## src/rtl/udp_frame_tx_if.sv

```systemverilog
// Header descriptor, payload stream and frame stream bundle for udp_frame_tx.
interface udp_frame_tx_if;
  // Header descriptor channel
  logic        s_udp_hdr_valid;
  logic        s_udp_hdr_ready;
  logic [47:0] s_eth_dest_mac;
  logic [47:0] s_eth_src_mac;
  logic [31:0] s_ip_source_ip;
  logic [31:0] s_ip_dest_ip;
  logic [15:0] s_udp_source_port;
  logic [15:0] s_udp_dest_port;
  logic [15:0] s_udp_length;
  // Payload byte stream
  logic [7:0]  s_udp_payload_axis_tdata;
  logic        s_udp_payload_axis_tvalid;
  logic        s_udp_payload_axis_tready;
  logic        s_udp_payload_axis_tlast;
  logic        s_udp_payload_axis_tuser;
  // Frame byte stream toward the MAC
  logic [7:0]  m_axis_tdata;
  logic        m_axis_tvalid;
  logic        m_axis_tready;
  logic        m_axis_tlast;
  logic        m_axis_tuser;
  // Status
  logic        busy;
  logic        error_payload_length;

  // Frame builder side
  modport master (
    input  s_udp_hdr_valid, s_eth_dest_mac, s_eth_src_mac, s_ip_source_ip, s_ip_dest_ip,
    input  s_udp_source_port, s_udp_dest_port, s_udp_length,
    output s_udp_hdr_ready,
    input  s_udp_payload_axis_tdata, s_udp_payload_axis_tvalid,
    input  s_udp_payload_axis_tlast, s_udp_payload_axis_tuser,
    output s_udp_payload_axis_tready,
    output m_axis_tdata, m_axis_tvalid, m_axis_tlast, m_axis_tuser,
    input  m_axis_tready,
    output busy, error_payload_length
  );

  // Application / MAC side
  modport slave (
    output s_udp_hdr_valid, s_eth_dest_mac, s_eth_src_mac, s_ip_source_ip, s_ip_dest_ip,
    output s_udp_source_port, s_udp_dest_port, s_udp_length,
    input  s_udp_hdr_ready,
    output s_udp_payload_axis_tdata, s_udp_payload_axis_tvalid,
    output s_udp_payload_axis_tlast, s_udp_payload_axis_tuser,
    input  s_udp_payload_axis_tready,
    input  m_axis_tdata, m_axis_tvalid, m_axis_tlast, m_axis_tuser,
    output m_axis_tready,
    input  busy, error_payload_length
  );
endinterface

```

## src/rtl/udp_frame_tx.sv

```systemverilog
// Builds an Ethernet II / IPv4 / UDP frame from a header descriptor and a payload stream.
module udp_frame_tx #(
  parameter logic [7:0] IP_TTL  = 8'd64,
  parameter logic [5:0] IP_DSCP = 6'd0
) (
  input  logic          logic_clk,
  input  logic          logic_rst_n,
  udp_frame_tx_if.master bus
);

  localparam int unsigned HDR_BYTES = 42;
  localparam int unsigned CK_WORDS  = 10;
  localparam logic [5:0]  LAST_HDR  = 6'(HDR_BYTES - 1);
  localparam logic [3:0]  CK_DONE   = 4'(CK_WORDS);

  localparam logic [1:0] ST_IDLE    = 2'd0;
  localparam logic [1:0] ST_HEADER  = 2'd1;
  localparam logic [1:0] ST_PAYLOAD = 2'd2;

  logic [1:0]  r_state;
  logic [1:0]  w_state_nxt;
  logic [47:0] r_dest_mac;
  logic [47:0] r_src_mac;
  logic [31:0] r_src_ip;
  logic [31:0] r_dst_ip;
  logic [15:0] r_src_port;
  logic [15:0] r_dst_port;
  logic [15:0] r_udp_len;
  logic [15:0] r_ident;
  logic [15:0] r_ident_lat;
  logic [5:0]  r_byte_cnt;
  logic [15:0] r_ck_acc;
  logic [3:0]  r_ck_idx;
  logic [15:0] r_pay_cnt;

  logic        w_hdr_acc;
  logic        w_len_short;
  logic        w_cnt_mis;
  logic [15:0] w_total_len;
  logic [15:0] w_ck_word;
  logic [HDR_BYTES-1:0][7:0] w_hdr_bytes;

  logic        w_hdr_ready;
  logic [7:0]  w_m_tdata;
  logic        w_m_tvalid;
  logic        w_m_tlast;
  logic        w_m_tuser;
  logic        w_pay_tready;
  logic        w_err;

  // 16-bit ones' complement addition with end-around carry
  function automatic logic [15:0] ones_add(input logic [15:0] a, input logic [15:0] b);
    logic [16:0] s;
    s = {1'b0, a} + {1'b0, b};
    return s[15:0] + 16'(s[16]);
  endfunction

  assign w_hdr_acc   = bus.s_udp_hdr_valid && (r_state == ST_IDLE);
  assign w_len_short = bus.s_udp_length < 16'd8;
  assign w_total_len = r_udp_len + 16'd20;
  assign w_cnt_mis   = (r_pay_cnt + 16'd1) != (r_udp_len - 16'd8);

  // Whole header laid out MSB first; byte 0 sits in the top slot
  assign w_hdr_bytes = {r_dest_mac, r_src_mac, 16'h0800, 8'h45, IP_DSCP, 2'b00, w_total_len,
                        r_ident_lat, 16'h4000, IP_TTL, 8'h11, ~r_ck_acc, r_src_ip, r_dst_ip,
                        r_src_port, r_dst_port, r_udp_len, 16'h0000};

  // IPv4 header word fed to the serial checksum, checksum field itself taken as zero
  always_comb begin
    w_ck_word = 16'h0000;
    case (r_ck_idx)
      4'd0:    w_ck_word = {8'h45, IP_DSCP, 2'b00};
      4'd1:    w_ck_word = w_total_len;
      4'd2:    w_ck_word = r_ident_lat;
      4'd3:    w_ck_word = 16'h4000;
      4'd4:    w_ck_word = {IP_TTL, 8'h11};
      4'd6:    w_ck_word = r_src_ip[31:16];
      4'd7:    w_ck_word = r_src_ip[15:0];
      4'd8:    w_ck_word = r_dst_ip[31:16];
      4'd9:    w_ck_word = r_dst_ip[15:0];
      default: w_ck_word = 16'h0000;
    endcase
  end

  // State register
  always_ff @(posedge logic_clk or negedge logic_rst_n) begin
    if (!logic_rst_n) r_state <= ST_IDLE;
    else              r_state <= w_state_nxt;
  end

  // Next state and stream outputs; payload phase is a straight pass-through
  always_comb begin
    w_state_nxt  = r_state;
    w_hdr_ready  = 1'b0;
    w_m_tdata    = 8'h00;
    w_m_tvalid   = 1'b0;
    w_m_tlast    = 1'b0;
    w_m_tuser    = 1'b0;
    w_pay_tready = 1'b0;
    w_err        = 1'b0;
    case (r_state)
      ST_IDLE: begin
        w_hdr_ready = 1'b1;
        if (bus.s_udp_hdr_valid) begin
          w_state_nxt = ST_HEADER;
          w_err       = w_len_short;
        end
      end
      ST_HEADER: begin
        w_m_tvalid = 1'b1;
        w_m_tdata  = w_hdr_bytes[LAST_HDR - r_byte_cnt];
        if (r_byte_cnt == LAST_HDR) begin
          w_m_tlast = (r_udp_len == 16'd8);
          if (bus.m_axis_tready)
            w_state_nxt = (r_udp_len == 16'd8) ? ST_IDLE : ST_PAYLOAD;
        end
      end
      ST_PAYLOAD: begin
        w_m_tdata    = bus.s_udp_payload_axis_tdata;
        w_m_tvalid   = bus.s_udp_payload_axis_tvalid;
        w_m_tlast    = bus.s_udp_payload_axis_tlast;
        w_m_tuser    = bus.s_udp_payload_axis_tlast & (bus.s_udp_payload_axis_tuser | w_cnt_mis);
        w_pay_tready = bus.m_axis_tready;
        if (bus.s_udp_payload_axis_tvalid && bus.m_axis_tready && bus.s_udp_payload_axis_tlast) begin
          w_state_nxt = ST_IDLE;
          w_err       = w_cnt_mis;
        end
      end
      default: w_state_nxt = ST_IDLE;
    endcase
  end

  // Descriptor capture, header byte pointer, serial checksum and payload counter
  always_ff @(posedge logic_clk or negedge logic_rst_n) begin
    if (!logic_rst_n) begin
      r_dest_mac  <= '0;
      r_src_mac   <= '0;
      r_src_ip    <= '0;
      r_dst_ip    <= '0;
      r_src_port  <= '0;
      r_dst_port  <= '0;
      r_udp_len   <= '0;
      r_ident     <= '0;
      r_ident_lat <= '0;
      r_byte_cnt  <= '0;
      r_ck_acc    <= '0;
      r_ck_idx    <= '0;
      r_pay_cnt   <= '0;
    end else if (w_hdr_acc) begin
      r_dest_mac  <= bus.s_eth_dest_mac;
      r_src_mac   <= bus.s_eth_src_mac;
      r_src_ip    <= bus.s_ip_source_ip;
      r_dst_ip    <= bus.s_ip_dest_ip;
      r_src_port  <= bus.s_udp_source_port;
      r_dst_port  <= bus.s_udp_dest_port;
      r_udp_len   <= w_len_short ? 16'd8 : bus.s_udp_length;
      r_ident_lat <= r_ident;
      r_ident     <= r_ident + 16'd1;
      r_byte_cnt  <= '0;
      r_ck_acc    <= '0;
      r_ck_idx    <= '0;
      r_pay_cnt   <= '0;
    end else if (r_state == ST_HEADER) begin
      if (bus.m_axis_tready && (r_byte_cnt != LAST_HDR))
        r_byte_cnt <= r_byte_cnt + 6'd1;
      if (r_ck_idx != CK_DONE) begin
        r_ck_acc <= ones_add(r_ck_acc, w_ck_word);
        r_ck_idx <= r_ck_idx + 4'd1;
      end
    end else if (r_state == ST_PAYLOAD) begin
      if (bus.s_udp_payload_axis_tvalid && bus.m_axis_tready)
        r_pay_cnt <= r_pay_cnt + 16'd1;
    end
  end

  assign bus.s_udp_hdr_ready           = w_hdr_ready;
  assign bus.s_udp_payload_axis_tready = w_pay_tready;
  assign bus.m_axis_tdata              = w_m_tdata;
  assign bus.m_axis_tvalid             = w_m_tvalid;
  assign bus.m_axis_tlast              = w_m_tlast;
  assign bus.m_axis_tuser              = w_m_tuser;
  assign bus.busy                      = (r_state != ST_IDLE);
  assign bus.error_payload_length      = w_err;

endmodule

```

## src/flat_wrapper.sv

```systemverilog
// flat-port wrapper written by rule: the top's interface ports become plain ports
module udp_frame_tx_flat 
#(
  parameter logic [7:0] IP_TTL  = 8'd64,
  parameter logic [5:0] IP_DSCP = 6'd0
)
  (logic_clk, logic_rst_n, bus_s_udp_hdr_valid, bus_s_eth_dest_mac, bus_s_eth_src_mac, bus_s_ip_source_ip, bus_s_ip_dest_ip, bus_s_udp_source_port, bus_s_udp_dest_port, bus_s_udp_length, bus_s_udp_hdr_ready, bus_s_udp_payload_axis_tdata, bus_s_udp_payload_axis_tvalid, bus_s_udp_payload_axis_tlast, bus_s_udp_payload_axis_tuser, bus_s_udp_payload_axis_tready, bus_m_axis_tdata, bus_m_axis_tvalid, bus_m_axis_tlast, bus_m_axis_tuser, bus_m_axis_tready, bus_busy, bus_error_payload_length);
  udp_frame_tx_if bus_i ();
  input  logic logic_clk;
  input  logic logic_rst_n;
  input wire logic [$bits(bus_i.s_udp_hdr_valid)-1:0] bus_s_udp_hdr_valid;
  input wire logic [$bits(bus_i.s_eth_dest_mac)-1:0] bus_s_eth_dest_mac;
  input wire logic [$bits(bus_i.s_eth_src_mac)-1:0] bus_s_eth_src_mac;
  input wire logic [$bits(bus_i.s_ip_source_ip)-1:0] bus_s_ip_source_ip;
  input wire logic [$bits(bus_i.s_ip_dest_ip)-1:0] bus_s_ip_dest_ip;
  input wire logic [$bits(bus_i.s_udp_source_port)-1:0] bus_s_udp_source_port;
  input wire logic [$bits(bus_i.s_udp_dest_port)-1:0] bus_s_udp_dest_port;
  input wire logic [$bits(bus_i.s_udp_length)-1:0] bus_s_udp_length;
  output wire logic [$bits(bus_i.s_udp_hdr_ready)-1:0] bus_s_udp_hdr_ready;
  input wire logic [$bits(bus_i.s_udp_payload_axis_tdata)-1:0] bus_s_udp_payload_axis_tdata;
  input wire logic [$bits(bus_i.s_udp_payload_axis_tvalid)-1:0] bus_s_udp_payload_axis_tvalid;
  input wire logic [$bits(bus_i.s_udp_payload_axis_tlast)-1:0] bus_s_udp_payload_axis_tlast;
  input wire logic [$bits(bus_i.s_udp_payload_axis_tuser)-1:0] bus_s_udp_payload_axis_tuser;
  output wire logic [$bits(bus_i.s_udp_payload_axis_tready)-1:0] bus_s_udp_payload_axis_tready;
  output wire logic [$bits(bus_i.m_axis_tdata)-1:0] bus_m_axis_tdata;
  output wire logic [$bits(bus_i.m_axis_tvalid)-1:0] bus_m_axis_tvalid;
  output wire logic [$bits(bus_i.m_axis_tlast)-1:0] bus_m_axis_tlast;
  output wire logic [$bits(bus_i.m_axis_tuser)-1:0] bus_m_axis_tuser;
  input wire logic [$bits(bus_i.m_axis_tready)-1:0] bus_m_axis_tready;
  output wire logic [$bits(bus_i.busy)-1:0] bus_busy;
  output wire logic [$bits(bus_i.error_payload_length)-1:0] bus_error_payload_length;
  assign bus_i.s_udp_hdr_valid = bus_s_udp_hdr_valid;
  assign bus_i.s_eth_dest_mac = bus_s_eth_dest_mac;
  assign bus_i.s_eth_src_mac = bus_s_eth_src_mac;
  assign bus_i.s_ip_source_ip = bus_s_ip_source_ip;
  assign bus_i.s_ip_dest_ip = bus_s_ip_dest_ip;
  assign bus_i.s_udp_source_port = bus_s_udp_source_port;
  assign bus_i.s_udp_dest_port = bus_s_udp_dest_port;
  assign bus_i.s_udp_length = bus_s_udp_length;
  assign bus_s_udp_hdr_ready = bus_i.s_udp_hdr_ready;
  assign bus_i.s_udp_payload_axis_tdata = bus_s_udp_payload_axis_tdata;
  assign bus_i.s_udp_payload_axis_tvalid = bus_s_udp_payload_axis_tvalid;
  assign bus_i.s_udp_payload_axis_tlast = bus_s_udp_payload_axis_tlast;
  assign bus_i.s_udp_payload_axis_tuser = bus_s_udp_payload_axis_tuser;
  assign bus_s_udp_payload_axis_tready = bus_i.s_udp_payload_axis_tready;
  assign bus_m_axis_tdata = bus_i.m_axis_tdata;
  assign bus_m_axis_tvalid = bus_i.m_axis_tvalid;
  assign bus_m_axis_tlast = bus_i.m_axis_tlast;
  assign bus_m_axis_tuser = bus_i.m_axis_tuser;
  assign bus_i.m_axis_tready = bus_m_axis_tready;
  assign bus_busy = bus_i.busy;
  assign bus_error_payload_length = bus_i.error_payload_length;
  udp_frame_tx #(.IP_TTL(IP_TTL), .IP_DSCP(IP_DSCP)) u_core (.logic_clk(logic_clk), .logic_rst_n(logic_rst_n), .bus(bus_i));
endmodule
```

## config.mk

```make
export PLATFORM = sky130hd
export DESIGN_NAME = udp_frame_tx_flat
export DESIGN_NICKNAME = d
export VERILOG_FILES = /design/src/rtl/udp_frame_tx_if.sv /design/src/rtl/udp_frame_tx.sv /design/src/flat_wrapper.sv
export SDC_FILE = /design/constraint.sdc
export NUM_CORES = 1
export LEC_CHECK = 0
export CAP_MARGIN = 20
export CELL_PAD_IN_SITES_DETAIL_PLACEMENT = 0
export CELL_PAD_IN_SITES_GLOBAL_PLACEMENT = 2
export CORE_MARGIN = 3
export CORE_UTILIZATION = 35
export DETAILED_ROUTE_END_ITERATION = 10
export PLACE_DENSITY_LB_ADDON = 0.05
export RECOVER_POWER = 25
export SLEW_MARGIN = 25
export SYNTH_ARGS = -nofsm -noshare
export SYNTH_HDL_FRONTEND = slang
export SYNTH_SLANG_ARGS = --single-unit
```

## constraint.sdc

```tcl
create_clock -name logic_clk -period 8.6 [get_ports logic_clk]
set_input_delay 0.86 -clock logic_clk [delete_from_list [all_inputs] [get_ports logic_clk]]
set_output_delay 0.86 -clock logic_clk [all_outputs]
set_load 0.03 [all_outputs]
```

==> results of run 1 <==
worst register-to-register path, cell delays in order, from the launching register on:
cell      delay [ns]
dfrtp_1         0.43
inv_1           0.10
ha_1            0.15
nor2b_1         0.33
and2_0          0.73
a22oi_1         0.18
and3_1          0.27
fa_1            0.46
nor2b_1         0.19
o31a_4          0.19
o211ai_1        0.13
a211oi_1        0.20
o21ai_0         0.11
a21oi_1         0.17
o21ai_0         0.10
nand2b_1        0.12
ha_1            0.15
nand2b_1        0.08
nor2_1          0.23
nand4_2         0.21
nor4_2          0.46
nand4_1         0.21
o311ai_0        0.29
o21ai_0         0.14
final timing paths:
check / from / endpoint / slack [ns] / cells after the start
max: u_core.r_ck_idx[0] / u_core.r_ck_acc[14] / 2.84 / 23
min: logic_rst_n / u_core.r_dst_ip[6] / 0.37 / 1
max reg2reg: u_core.r_ck_idx[0] / u_core.r_ck_acc[14] / 2.84 / 23
min reg2reg: u_core.r_ident[2] / u_core.r_ident[2] / 0.46 / 1
max in group asynchronous: logic_rst_n / u_core.r_byte_cnt[0] / 3.13 / 2
min in group logic_clk: u_core.r_ident[2] / u_core.r_ident[2] / 0.46 / 1
power by group through the flow:
stage / sequential [mW] / clock, mW / combinational [mW]
5_1_grt: 2.55 / 1.60 / 3.64
2_1_floorplan: 2.16 / 0 / 2.42
3_3_place_gp: 2.51 / 0 / 3.26
3_5_place_dp: 2.50 / 0 / 3.27
6_report: 2.49 / 1.50 / 3.26
4_1_cts: 2.48 / 1.54 / 3.28
stage by stage:
step	power [mW]	hold slack, ns
after detailed placement	5.77	0.457
final	7.26	0.367
after global routing	7.79	0.423
after floorplan	4.58	0.437
after CTS	7.31	0.396
after global placement	5.77	0.454
Yosys cell counts, drive strengths merged (5+ instances only):
| cell | count | area share |
|---|---|---|
| clkbuf | 91 | 0.021 |
| a21oi | 56 | 0.018 |
| a31oi | 9 | 0.0034 |
| o21ai | 65 | 0.020 |
| inv | 30 | 0.0068 |
| dfrtp | 284 | 0.43 |
| mux2i | 31 | 0.019 |
| a222oi | 10 | 0.0061 |
| nor3 | 33 | 0.010 |
| o211ai | 19 | 0.0087 |
| o2111ai | 5 | 0.0027 |
| nand2 | 791 | 0.18 |
| xor2 | 31 | 0.017 |
| nand3 | 32 | 0.0097 |
| o31ai | 6 | 0.0027 |
| a22oi | 21 | 0.0096 |
| ha | 35 | 0.027 |
| nor2 | 72 | 0.016 |
| nor2b | 12 | 0.0046 |
| o221ai | 6 | 0.0032 |
| and4 | 5 | 0.0027 |
| nor4 | 13 | 0.0075 |
| nand4 | 20 | 0.0084 |
| a211oi | 13 | 0.0059 |
| and3 | 13 | 0.0049 |
| nand2b | 5 | 0.0019 |
| buf | 31 | 0.011 |
| mux4 | 46 | 0.063 |
| and2 | 12 | 0.0046 |
| a21o | 5 | 0.0023 |
| xnor2 | 62 | 0.033 |
per-layer routing:
metal / track usage / vias to the layer above
li1: - / 6931
met1: 0.320 / 7106
met2: 0.380 / 446
met3: 0.0474 / 95
met4: 0.0775 / 2
met5: 0 / -
flip-flops by register name, indices dropped and copies added, names as in the netlist, 32 cells and up:
signal             count
u_core.r_dst_ip       32
u_core.r_src_ip       32
u_core.r_dest_mac     48
u_core.r_src_mac      48
cells by family (layout without fill, tap and decap cells):
logic type	after synthesis	in the layout	share of synthesized area
other cells	0	1	0
xor+xnor	93	93	0.0499
buf+inv	152	349	0.0388
simple gates	1028	1028	0.261
mux	79	79	0.0831
flops	284	284	0.431
compound gates	264	264	0.108
fa+ha+maj	36	36	0.0278
cell type report:
class / instances / area share
clock buffer: 55 / 0.0525
inverter: 30 / 0.00551
multi-input combinational: 1500 / 0.428
timing repair buffer: 256 / 0.124
sequential: 284 / 0.348
antenna: 1 / 0.000122
clock inverter: 8 / 0.00514
tap: 600 / 0.0367
==> impl_metrics.ini, run 1 <==
[layout]
ff_latch_area_um2 = 7110
final_common_cell = nand2_1
final_area_um2 = 20500
final_cell_mix = nand2_1 (789), dfrtp_1 (282), clkdlybuf4s50_1 (235), nor2_1 (71), o21ai_0 (62)
drive_above_1_share = 0.0661
nNetsFinal = 2367
fin_util = 0.445
multi_input_area_um2 = 8760
nFillCells = 4635
area_growth_pct = 24.1
fin_cells = 2734

[synth]
netlist_area_um2 = 16500
synth_async_sr_flop_share = 1.00
postSynthAreaPerCell_um2 = 8.51
synth_nets = 2195
yosysSeqAreaShare = 0.431
ys_warn_count = 0
synth_cell_types = 81
synth-edff-count = 0
synth_ff_type = dfrtp_1
synth-seq-cells = 284
synthCells = 1936

[sta]
hold_violations = 0
maxSlewHeadroom = -1.77
min_period_over_period = 0.670
maxClockFrequency_ghz = 0.173
rsz0062_at_grt = false
tns_ns = 0
finalCriticalPeriod_ns = 5.76
finClkSkew_ns = 0.0304
drv_slew = 121
worst_pin_slew_ns = 4.15
fin_ws_ns = 2.84
setup_viol = 0

[cts]
clock_sinks = 284
clk_pin_slew_worst_paths_ns = 0.06
cts_root_buffer = clkbuf_16
htree_levels = 2
cts_resized = 0
ctsLongestPathBuffers = 3
postCtsSetupRepairBufs = 0
clock_latency_ns = 0.56
cts_tree = yes
ctsHoldBuffers = 0
cts_inserted_buffers = 36

[drt]
top_layer = met5
drt-wirelength-per-cell_um = 21.8
avgViaCountPerCell = 5.33
antenna_left = 0
wl_met3_mm = 3.75
met2_length_mm = 27.7
initialDrtViolationCount = 1137
vias = 14600
met1_length_mm = 26.1
wl_mm = 59.5
drc = 0
drt-pass1-iter-count = 6

[power_and_ir_drop]
clockPowerShare = 0.207
max-vdd-ir-drop_uv = 201
power_frac_comb = 0.450
powerDensity_nw_per_um2 = 355
p_seq_frac = 0.344
p_leak_nw = 9.20
p_sw_mw = 3.17
p_int_mw = 4.09
switching_share = 0.437

[critical_path]
crit_path_frequent_cell = o21ai_0
end_kind = flip-flop
crit_family = simple AND/OR/NAND/NOR gates
max_stage_delay_ns = 0.72
critPathArrivalTime_ns = 6.17
slowest_stage = and2_0
cp_cell_sequence = inv_1 > ha_1 > nor2b_1 > and2_0 > a22oi_1 > and3_1 > fa_1 > nor2b_1 > o31a_4 > o211ai_1 > a211oi_1 > o21ai_0 > a21oi_1 > o21ai_0 > nand2b_1 > ha_1 > nand2b_1 > nor2_1 > nand4_2 > nor4_2 > nand4_1 > o311ai_0 > o21ai_0
critPathMaxFanout = 14
crit_path_start_kind = flip-flop
required_ns = 9.00
cp.buffers_inverters = 1
worstSetupPathType = flip-flop to flip-flop

[floorplan]
die_area_um2 = 49700
boundaryPins = 238
die_h_um = 223
start_util = 0.358
rows = 78
core-area_um2 = 46000
fp.dieW_um = 223

[outcome]
violations = capacitance limit, slew limit
status = finished, violations left

[global_routing]
first_global_vias = 14700
grt_util_all_layers = 0.236
grt_pass1_wl_mm = 90.5
grt_overflow = 0
antenna_found_initial = 2
grt_max_degree = 102

[place]
pre_cts_slack_ns = 2.72
numPortBuffers = 237
numPlacedInstances = 2669
dp_hpwl_mm = 44.0
gp_congestion = 0.903
placed_area_um2 = 19200

[run]
maxCapViolations = 2

[worst_hold_path]
hp-class = primary input to asynchronous set/reset pin
(Power assumes the default switching activity.)
==> run 2, diff against run 1 <==
Settings changed: CORE_UTILIZATION 35 to 30.
Clock period 8.6 ns to 4.8 ns, I/O delays scaled along.
==> run 2 against run 1 <==
Cell count increased by 6.4%. Critical path type unchanged. Routed wire length is 6.8% higher. Flip-flop and latch count unchanged. Via count increased by 1.6%. Highest routed layer unchanged. The run still ends with capacitance limit, slew limit left.
==> impl_metrics.ini, run 2 (synthesis results as in run 1) <==
[power_and_ir_drop]
p_int_mw = 7.73
switching_share = 0.438
clockPowerShare = 0.198
power_frac_comb = 0.478
powerDensity_nw_per_um2 = 643
max-vdd-ir-drop_uv = 255
p_leak_nw = 9.63
p_sw_mw = 6.02
power_mw = 13.8
p_seq_frac = 0.324

[place]
pre_cts_slack_ns = -0.0541
numPortBuffers = 237
placed_area_um2 = 20000
dp_hpwl_mm = 47.6
gp_congestion = 0.894

[sta]
finalCriticalPeriod_ns = 4.66
drv_slew = 122
worst_pin_slew_ns = 2.55
tns_ns = 0
setup_viol = 0
maxClockFrequency_ghz = 0.214
finClkSkew_ns = 0.0153
maxSlewHeadroom = -0.697
hold_violations = 0
min_period_over_period = 0.971
rsz0062_at_grt = true
fin_ws_ns = 0.137

[critical_path]
end_kind = flip-flop
worstReg2RegEnd = u_core.r_ck_acc[12]
crit_path_start_kind = flip-flop
r2r_start = u_core.r_ck_idx[1]
worstSetupPathType = flip-flop to flip-flop
critPathArrivalTime_ns = 5.07
reg2reg_depth = 26
setup.reg_to_reg.worst_slack_ns = 0.14
critPathMaxFanout = 5
required_ns = 5.20

[cts]
clock_latency_ns = 0.56
clk_pin_slew_worst_paths_ns = 0.06
htree_levels = 2
clock_sinks = 284
cts_tree = yes
ctsLongestPathBuffers = 3
cts_root_buffer = clkbuf_16
cts_inserted_buffers = 36

[layout]
drive_above_1_share = 0.111
area_growth_pct = 29.8
top_regs = u_core.r_dest_mac x48, u_core.r_src_mac x48
final_area_um2 = 21400
final_cell_mix = nand2_1 (788), dfrtp_1 (282), clkdlybuf4s50_1 (228), buf_4 (85), nor2_1 (69)
nFillCells = 5527
final_common_cell = nand2_1
fin_util = 0.395
nNetsFinal = 2441

[drt]
drt-pass1-iter-count = 7
avgViaCountPerCell = 5.09
vias = 14800
antenna_left = 0
wl_mm = 63.5
initialDrtViolationCount = 1185
drt-wirelength-per-cell_um = 21.8
drc = 0

[floorplan]
rows = 85
die_area_um2 = 57800
core-area_um2 = 54100
fp.dieW_um = 240
start_util = 0.304
boundaryPins = 238
die_h_um = 240

[outcome]
violations = capacitance limit, slew limit
status = finished, violations left

[global_routing]
first_global_vias = 15000
grt_overflow = 0
grt_util_all_layers = 0.219
grt_max_degree = 197
grt_pass1_wl_mm = 94.6
antenna_found_initial = 8

[run]
maxCapViolations = 2

[worst_hold_path]
holdPathStages = 3
hp-class = primary input to flip-flop
worst_hold_path.endpoint = u_core.r_dst_port[6]
worstHoldStart = bus_s_udp_dest_port[6]
-- run 2: worst max path at each step --
stage / from / end / slack, ns / cells past startpoint
after global routing: u_core.r_ck_idx[1] / u_core.r_ck_acc[12] / -0.14 / 22
after detailed placement: u_core.r_ck_idx[1] / u_core.r_ck_acc[14] / -0.05 / 24
after floorplan: u_core.r_ck_idx[0] / u_core.r_ck_acc[12] / 0.06 / 26
after global placement: u_core.r_ck_idx[0] / u_core.r_ck_acc[14] / 0.04 / 26
after CTS: u_core.r_ck_idx[1] / u_core.r_ck_acc[12] / 0.01 / 22
final: u_core.r_ck_idx[1] / u_core.r_ck_acc[12] / 0.14 / 26
-- run 2: power groups by stage --
stage,combinational [mW],sequential [mW],clock [mW]
after floorplan,4.34,3.87,0
final,6.57,4.46,2.73
after CTS,6.47,4.44,2.82
after detailed placement,6.41,4.46,0
after global routing,7.25,4.57,2.92
after global placement,6.40,4.48,0
-- run 2: cell type report --
cell class / count / area (um^2) / share of cell area
clock buffers: 52 / 1030 / 0.0483
well taps: 696 / 871 / 0.0407
multi-input cells: 1500 / 8910 / 0.417
diodes: 5 / 12.5 / 0.000585
flip-flops and latches: 284 / 7110 / 0.333
repair buffers: 330 / 3190 / 0.149
clock inverters: 11 / 148 / 0.00690
inverters: 30 / 113 / 0.00527
-- run 2: per-layer routing --
metal,global-route usage,part of all wire
met5,0.00673,0.0015
met4,0.0628,0.027
met3,0.0447,0.059
met2,0.345,0.46
met1,0.305,0.46
-- run 2: critical path: stages (launching register included) --
cell and delay [ns]:
dfrtp_1 0.43, inv_2 0.13, ha_4 0.17, buf_4 0.10
nand2_1 0.06, a21oi_1 0.16, a221oi_1 0.07, o211ai_1 0.17
ha_2 0.24, inv_1 0.05, fa_2 0.35, nor2b_2 0.14
o31a_4 0.14, o211ai_1 0.15, a211oi_2 0.26, o21ai_1 0.11
a21oi_1 0.13, o21ai_1 0.08, nand2b_1 0.13, ha_2 0.21
nand2b_4 0.07, nor2_4 0.13, nand4_4 0.12, or3_4 0.43
nor4_4 0.24, xnor2_1 0.14, a21oi_1 0.08
-- run 2: repair_timing --
item / CTS / global route
hold endpoints to repair: 30 / 0
setup endpoints to repair: 3 / 15
pin swaps: 3 / 25
hold buffers: 1 / 0
setup buffers: 3 / 8
resized for setup: 6 / 28
-- run 2: stage by stage --
step                hold slack, ns  instances
finish                       0.447       2908
global route                 0.440       2904
global placement             0.454       2828
detailed placement           0.458       2828
floorplan                    0.184       1936
CTS                          0.417       2895
